`src/rtl/lif_neuron.sv`:
```
// Leaky integrate-and-fire neuron: saturating membrane integration of the MAC stream,
// threshold/leak decision on each timestep tick, and a refractory hold after a spike.
module lif_neuron #(
    parameter logic [19:0] THRESH     = 20'd4096,
    parameter int          LEAK_SHIFT = 3,
    parameter int          REFRACT    = 2
) (
    input  logic        clk,
    input  logic        reset,
    input  logic [15:0] in,
    input  logic        inValid,
    input  logic        step,
    output logic        spike,
    output logic        spikeValid,
    output logic [19:0] potential,
    output logic        refractory,
    output logic [7:0]  spikeCount
);

    typedef enum logic {
        INTEGRATE = 1'b0,
        REFRACT_ST = 1'b1
    } state_t;

    localparam logic [19:0] V_MAX = 20'hFFFFF;

    state_t      state, state_n;
    logic [7:0]  cnt, cnt_n;
    logic [19:0] v_n;
    logic        spike_n, valid_n;
    logic [7:0]  count_n;
    logic [20:0] sum;
    logic [19:0] nxt, leaked;

    always_comb begin
        sum    = {1'b0, potential} + (inValid ? {5'd0, in} : 21'd0);
        nxt    = sum[20] ? V_MAX : sum[19:0];
        leaked = nxt - (nxt >> LEAK_SHIFT);
    end

    // NOTE: every output of this block is defaulted first, so no path leaves a latch.
    always_comb begin
        state_n = state;
        cnt_n   = cnt;
        v_n     = potential;
        spike_n = 1'b0;
        valid_n = 1'b0;
        count_n = spikeCount;
        case (state)
            INTEGRATE: begin
                if (step) begin
                    valid_n = 1'b1;
                    if (nxt >= THRESH) begin
                        spike_n = 1'b1;
                        v_n     = 20'd0;
                        if (spikeCount != 8'hFF)
                            count_n = spikeCount + 8'd1;
                        if (REFRACT > 0) begin
                            cnt_n   = 8'(REFRACT);
                            state_n = REFRACT_ST;
                        end
                    end else begin
                        v_n = leaked;
                    end
                end else begin
                    v_n = nxt;
                end
            end
            REFRACT_ST: begin
                // Inputs are discarded here, including on the exiting step.
                v_n = 20'd0;
                if (step) begin
                    valid_n = 1'b1;
                    if (cnt == 8'd1) begin
                        cnt_n   = 8'd0;
                        state_n = INTEGRATE;
                    end else begin
                        cnt_n = cnt - 8'd1;
                    end
                end
            end
            default: state_n = INTEGRATE;
        endcase
    end

    // NOTE: sequential state uses non-blocking assignments so all registers update together.
    always_ff @(posedge clk or posedge reset) begin
        if (reset) begin
            state      <= INTEGRATE;
            cnt        <= 8'd0;
            potential  <= 20'd0;
            spike      <= 1'b0;
            spikeValid <= 1'b0;
            refractory <= 1'b0;
            spikeCount <= 8'd0;
        end else begin
            state      <= state_n;
            cnt        <= cnt_n;
            potential  <= v_n;
            spike      <= spike_n;
            spikeValid <= valid_n;
            refractory <= (state_n == REFRACT_ST);
            spikeCount <= count_n;
        end
    end

endmodule
```
`config.mk`:
```
export PLATFORM = sky130hd
export DESIGN_NAME = lif_neuron
export DESIGN_NICKNAME = d
export VERILOG_FILES = /design/src/rtl/lif_neuron.sv
export SDC_FILE = /design/constraint.sdc
export NUM_CORES = 1
export LEC_CHECK = 0
export BUFFER_PORTS_ARGS = -buffer_cell sky130_fd_sc_hd__buf_2
export CORE_ASPECT_RATIO = 1.4
export CORE_UTILIZATION = 30
export DETAILED_ROUTE_END_ITERATION = 8
export PLACE_DENSITY = 0.44
export SETUP_SLACK_MARGIN = 0.4
export SYNTH_ARGS = -nofsm -noshare
export SYNTH_HDL_FRONTEND = slang
export SYNTH_SLANG_ARGS = --single-unit
```
`constraint.sdc`:
```
create_clock -name clk -period 5.4 [get_ports clk]
set_input_delay 0 -clock clk [delete_from_list [all_inputs] [get_ports clk]]
set_output_delay 0 -clock clk [all_outputs]
set_load 0.01 [all_outputs]
```
==> out/results.ini <==
[critical_path]
worstPathRequired_ns=5.60
crit_family=compound AO/OA/AOI/OAI gates
worst_path_largest_cell_delay_ns=0.44
worst-path-buf-inv=2
crit_chain=ha_1, fa_1, a21o_1, a221oi_4, o31ai_1, a311o_2, nor2b_2, buf_4, or2_2, inv_1, ha_1, a21oi_2, nor2b_1, o31ai_1, o311ai_1, o311a_1, and2_1, o21ai_1, nand4_1, a21oi_1
crit_path_end_kind=flip-flop
slowest_stage=a311o_2
crit_path_max_fanout=10
crit_type=flip-flop to flip-flop
critical_path_arrival_ns=4.91
start_kind=flip-flop

[power_and_ir_drop]
p_switching_mw=0.2504
max-vdd-ir-drop_v=0.0001415
pwr_density_cell_mw_per_mm2=204.4
p_int_mw=0.6074
clock_power_share_pct=40.2
seq_power_share_pct=36.6
power.leakage_nw=2.095
switching_share_pct=29.19
comb_power_share_pct=23.1

[routing]
routed_wirelength_um=9539
drt-initial-drc-count=131
firstDrtPassIters=6
num_vias=3210
wl_per_cell_um=15.44
drc=0
viasPerCell=5.194
postRouteAntennaNets=0

[die]
die_area_mm2=0.01238
die_w_um=94.31
rows=46
die_h_um=131.2
pin_count=51
coreArea_mm2=0.01145
initial_utilization_pct=31.24

[synthesis]
syn_area_per_cell_um2=8.460
synth_top_area_share_pct=27.27
yosys-top-cells-count=41 x nor2_1, 39 x dfrtp_1, 36 x ha_1
yosys_warnings=0
yosysMostFrequentCell=nor2_1
netlist_area_mm2=0.003578
synth_flop_cell=dfrtp_1
seq_area_frac_synth_pct=27.27
netlist_instances=423
ys_async_sr_fraction_pct=100.0
synth_area_leaders=dfrtp_1 27%, ha_1 13%, xnor2_1 6.4%
yosysTopAreaCell=dfrtp_1
ys_ff_latch=39
syn_nets=481
synth_cell_types=53
synth_edf_count=0

[sta]
relSlewSlack_pct=36.57
min_period_over_period_pct=87.18
period_needed_ns=4.708
skew_ns=0.007110
slew_violations=0
hold_viol_final=0
tightest_slew_ns=0.9504
finalSetupViolations=0
setup_tns_ns=0
fmax_mhz=212.4
fin_ws_ns=0.6924
rsz0062_at_grt=yes
hold_ws_ns=0.07217

[grt]
antenna_found_initial=0
grt_pass1_vias=3236
grt.overflow.total=0
grt_pass1_wl_um=15700
grt_use_total_pct=16.02
grt_max_degree=40

[worst_hold_path]
hold_path.class=input port to flip-flop

[run_status]
status=finished clean

[placed_design]
hpwl_um=7408
dpl_cell_area_mm2=0.003983
port_buffers=50
pre_cts_ws_ns=0.4988
gp_congestion=0.7811

[clocking]
clock_latency_ns=0.29
cts_sinks=39
cts_made_buffers=5
cts.path.max_buffers=2
clockRootBuffer=clkbuf_16
cts_tree=done
htree_levels=2
cts.clk_slew.worst_paths_ns=0.06
post-cts-setup-buffer-count=0

[flow_run]
cap_violations=0

[cells_and_area]
synthToLayoutAreaGrowth_pct=17.27
final_core_util_pct=36.64
finish.instance_area_mm2=0.004197
drive_above_1_share_pct=18.14
diodes=0
final_nets=531

==> flip-flops by register name, indices dropped and copies added (netlist names) <==
name,flops
spikeCount,8
spike,1
cnt,8
state,1
potential,20
spikeValid,1
==> timing repair <==
item / in CTS / in global routing
gates resized for setup: 0 / 10
hold buffers: 1 / 0
endpoints found under the setup margin: 0 / 9
hold endpoints to repair: 39 / 0
==> final timing paths <==
check / start / to / slack (ns) / cells after the start
min in group asynchronous: reset / spikeValid / 0.38 / 4
hold reg to reg: spikeCount[6] / spikeCount[6] / 0.49 / 1
hold / removal: step / spikeValid / 0.07 / 1
max in group asynchronous: reset / potential[19] / 4.66 / 4
setup reg to reg: potential[0] / potential[19] / 0.69 / 20
setup / recovery: potential[0] / potential[19] / 0.69 / 20
==> through the flow <==
step	total power, mW	cells
after floorplan	0.4709	423
after global placement	0.5165	609
after detailed placement	0.5157	609
after CTS	0.8664	618
after global routing	0.9037	618
final	0.8578	618
==> layout by cell type, fill, tap and decap left out, types with 14 or more instances in the layout <==
cell and count:
buf_2 50, nor2_1 40, dfrtp_1 39, ha_1 36, inv_1 27, xnor2_1 26
a21oi_1 24, nand2_1 23, and2_1 19, a21o_1 17, nand3_1 16, a211oi_1 14
==> per-layer routing <==
| metal | track usage [%] | part of all wire, % | vias up |
|---|---|---|---|
| met1 | 19.69 | 45 | 1512 |
| met3 | 1.852 | 3.1 | 12 |
| li1 | - | - | 1633 |
| met2 | 28.10 | 50 | 53 |
| met4 | 5.726 | 1.7 | 0 |
| met5 | 0 | 0 | - |
==> cell type report <==
type                            count  area, µm²
Inverter                           28      105.1
Clock inverter                      3      43.79
Sequential cell                    39      975.9
Timing Repair Buffer               54      282.8
Tap cell                          144      180.2
Fill cell                        1220       7257
Clock buffer                        5      125.1
Multi-Input combinational cell    345       2484
==> kinds of logic (layout without fill, tap and decap cells) <==
family | Yosys count | in the layout | share of synthesized area (%)
AND/OR/NAND/NOR | 155 | 155 | 22.31
AO/OA/AOI/OAI | 112 | 112 | 22.27
flip-flops | 39 | 39 | 27.27
buffers and inverters | 39 | 90 | 4.301
adder cells (fa/ha/maj) | 38 | 38 | 13.71
XOR/XNOR | 33 | 33 | 8.077
multiplexers | 7 | 7 | 2.063
==> worst register-to-register path: stages (launching register included) <==
cell      delay (ns)
dfrtp_1         0.38
ha_1            0.24
fa_1            0.41
a21o_1          0.21
a221oi_4        0.28
o31ai_1         0.14
a311o_2         0.45
nor2b_2         0.22
buf_4           0.17
or2_2           0.31
inv_1           0.07
ha_1            0.30
a21oi_2         0.19
nor2b_1         0.06
o31ai_1         0.29
o311ai_1        0.18
o311a_1         0.15
and2_1          0.17
o21ai_1         0.15
nand4_1         0.11
a21oi_1         0.16
==> power by group through the flow <==
stage	combinational, mW	sequential [mW]	clock (mW)
6_report	0.198	0.314	0.345
5_1_grt	0.225	0.316	0.363
3_5_place_dp	0.196	0.320	0
2_1_floorplan	0.154	0.317	0
4_1_cts	0.198	0.314	0.354
3_3_place_gp	0.197	0.320	0
(Power assumes the default switching activity.)
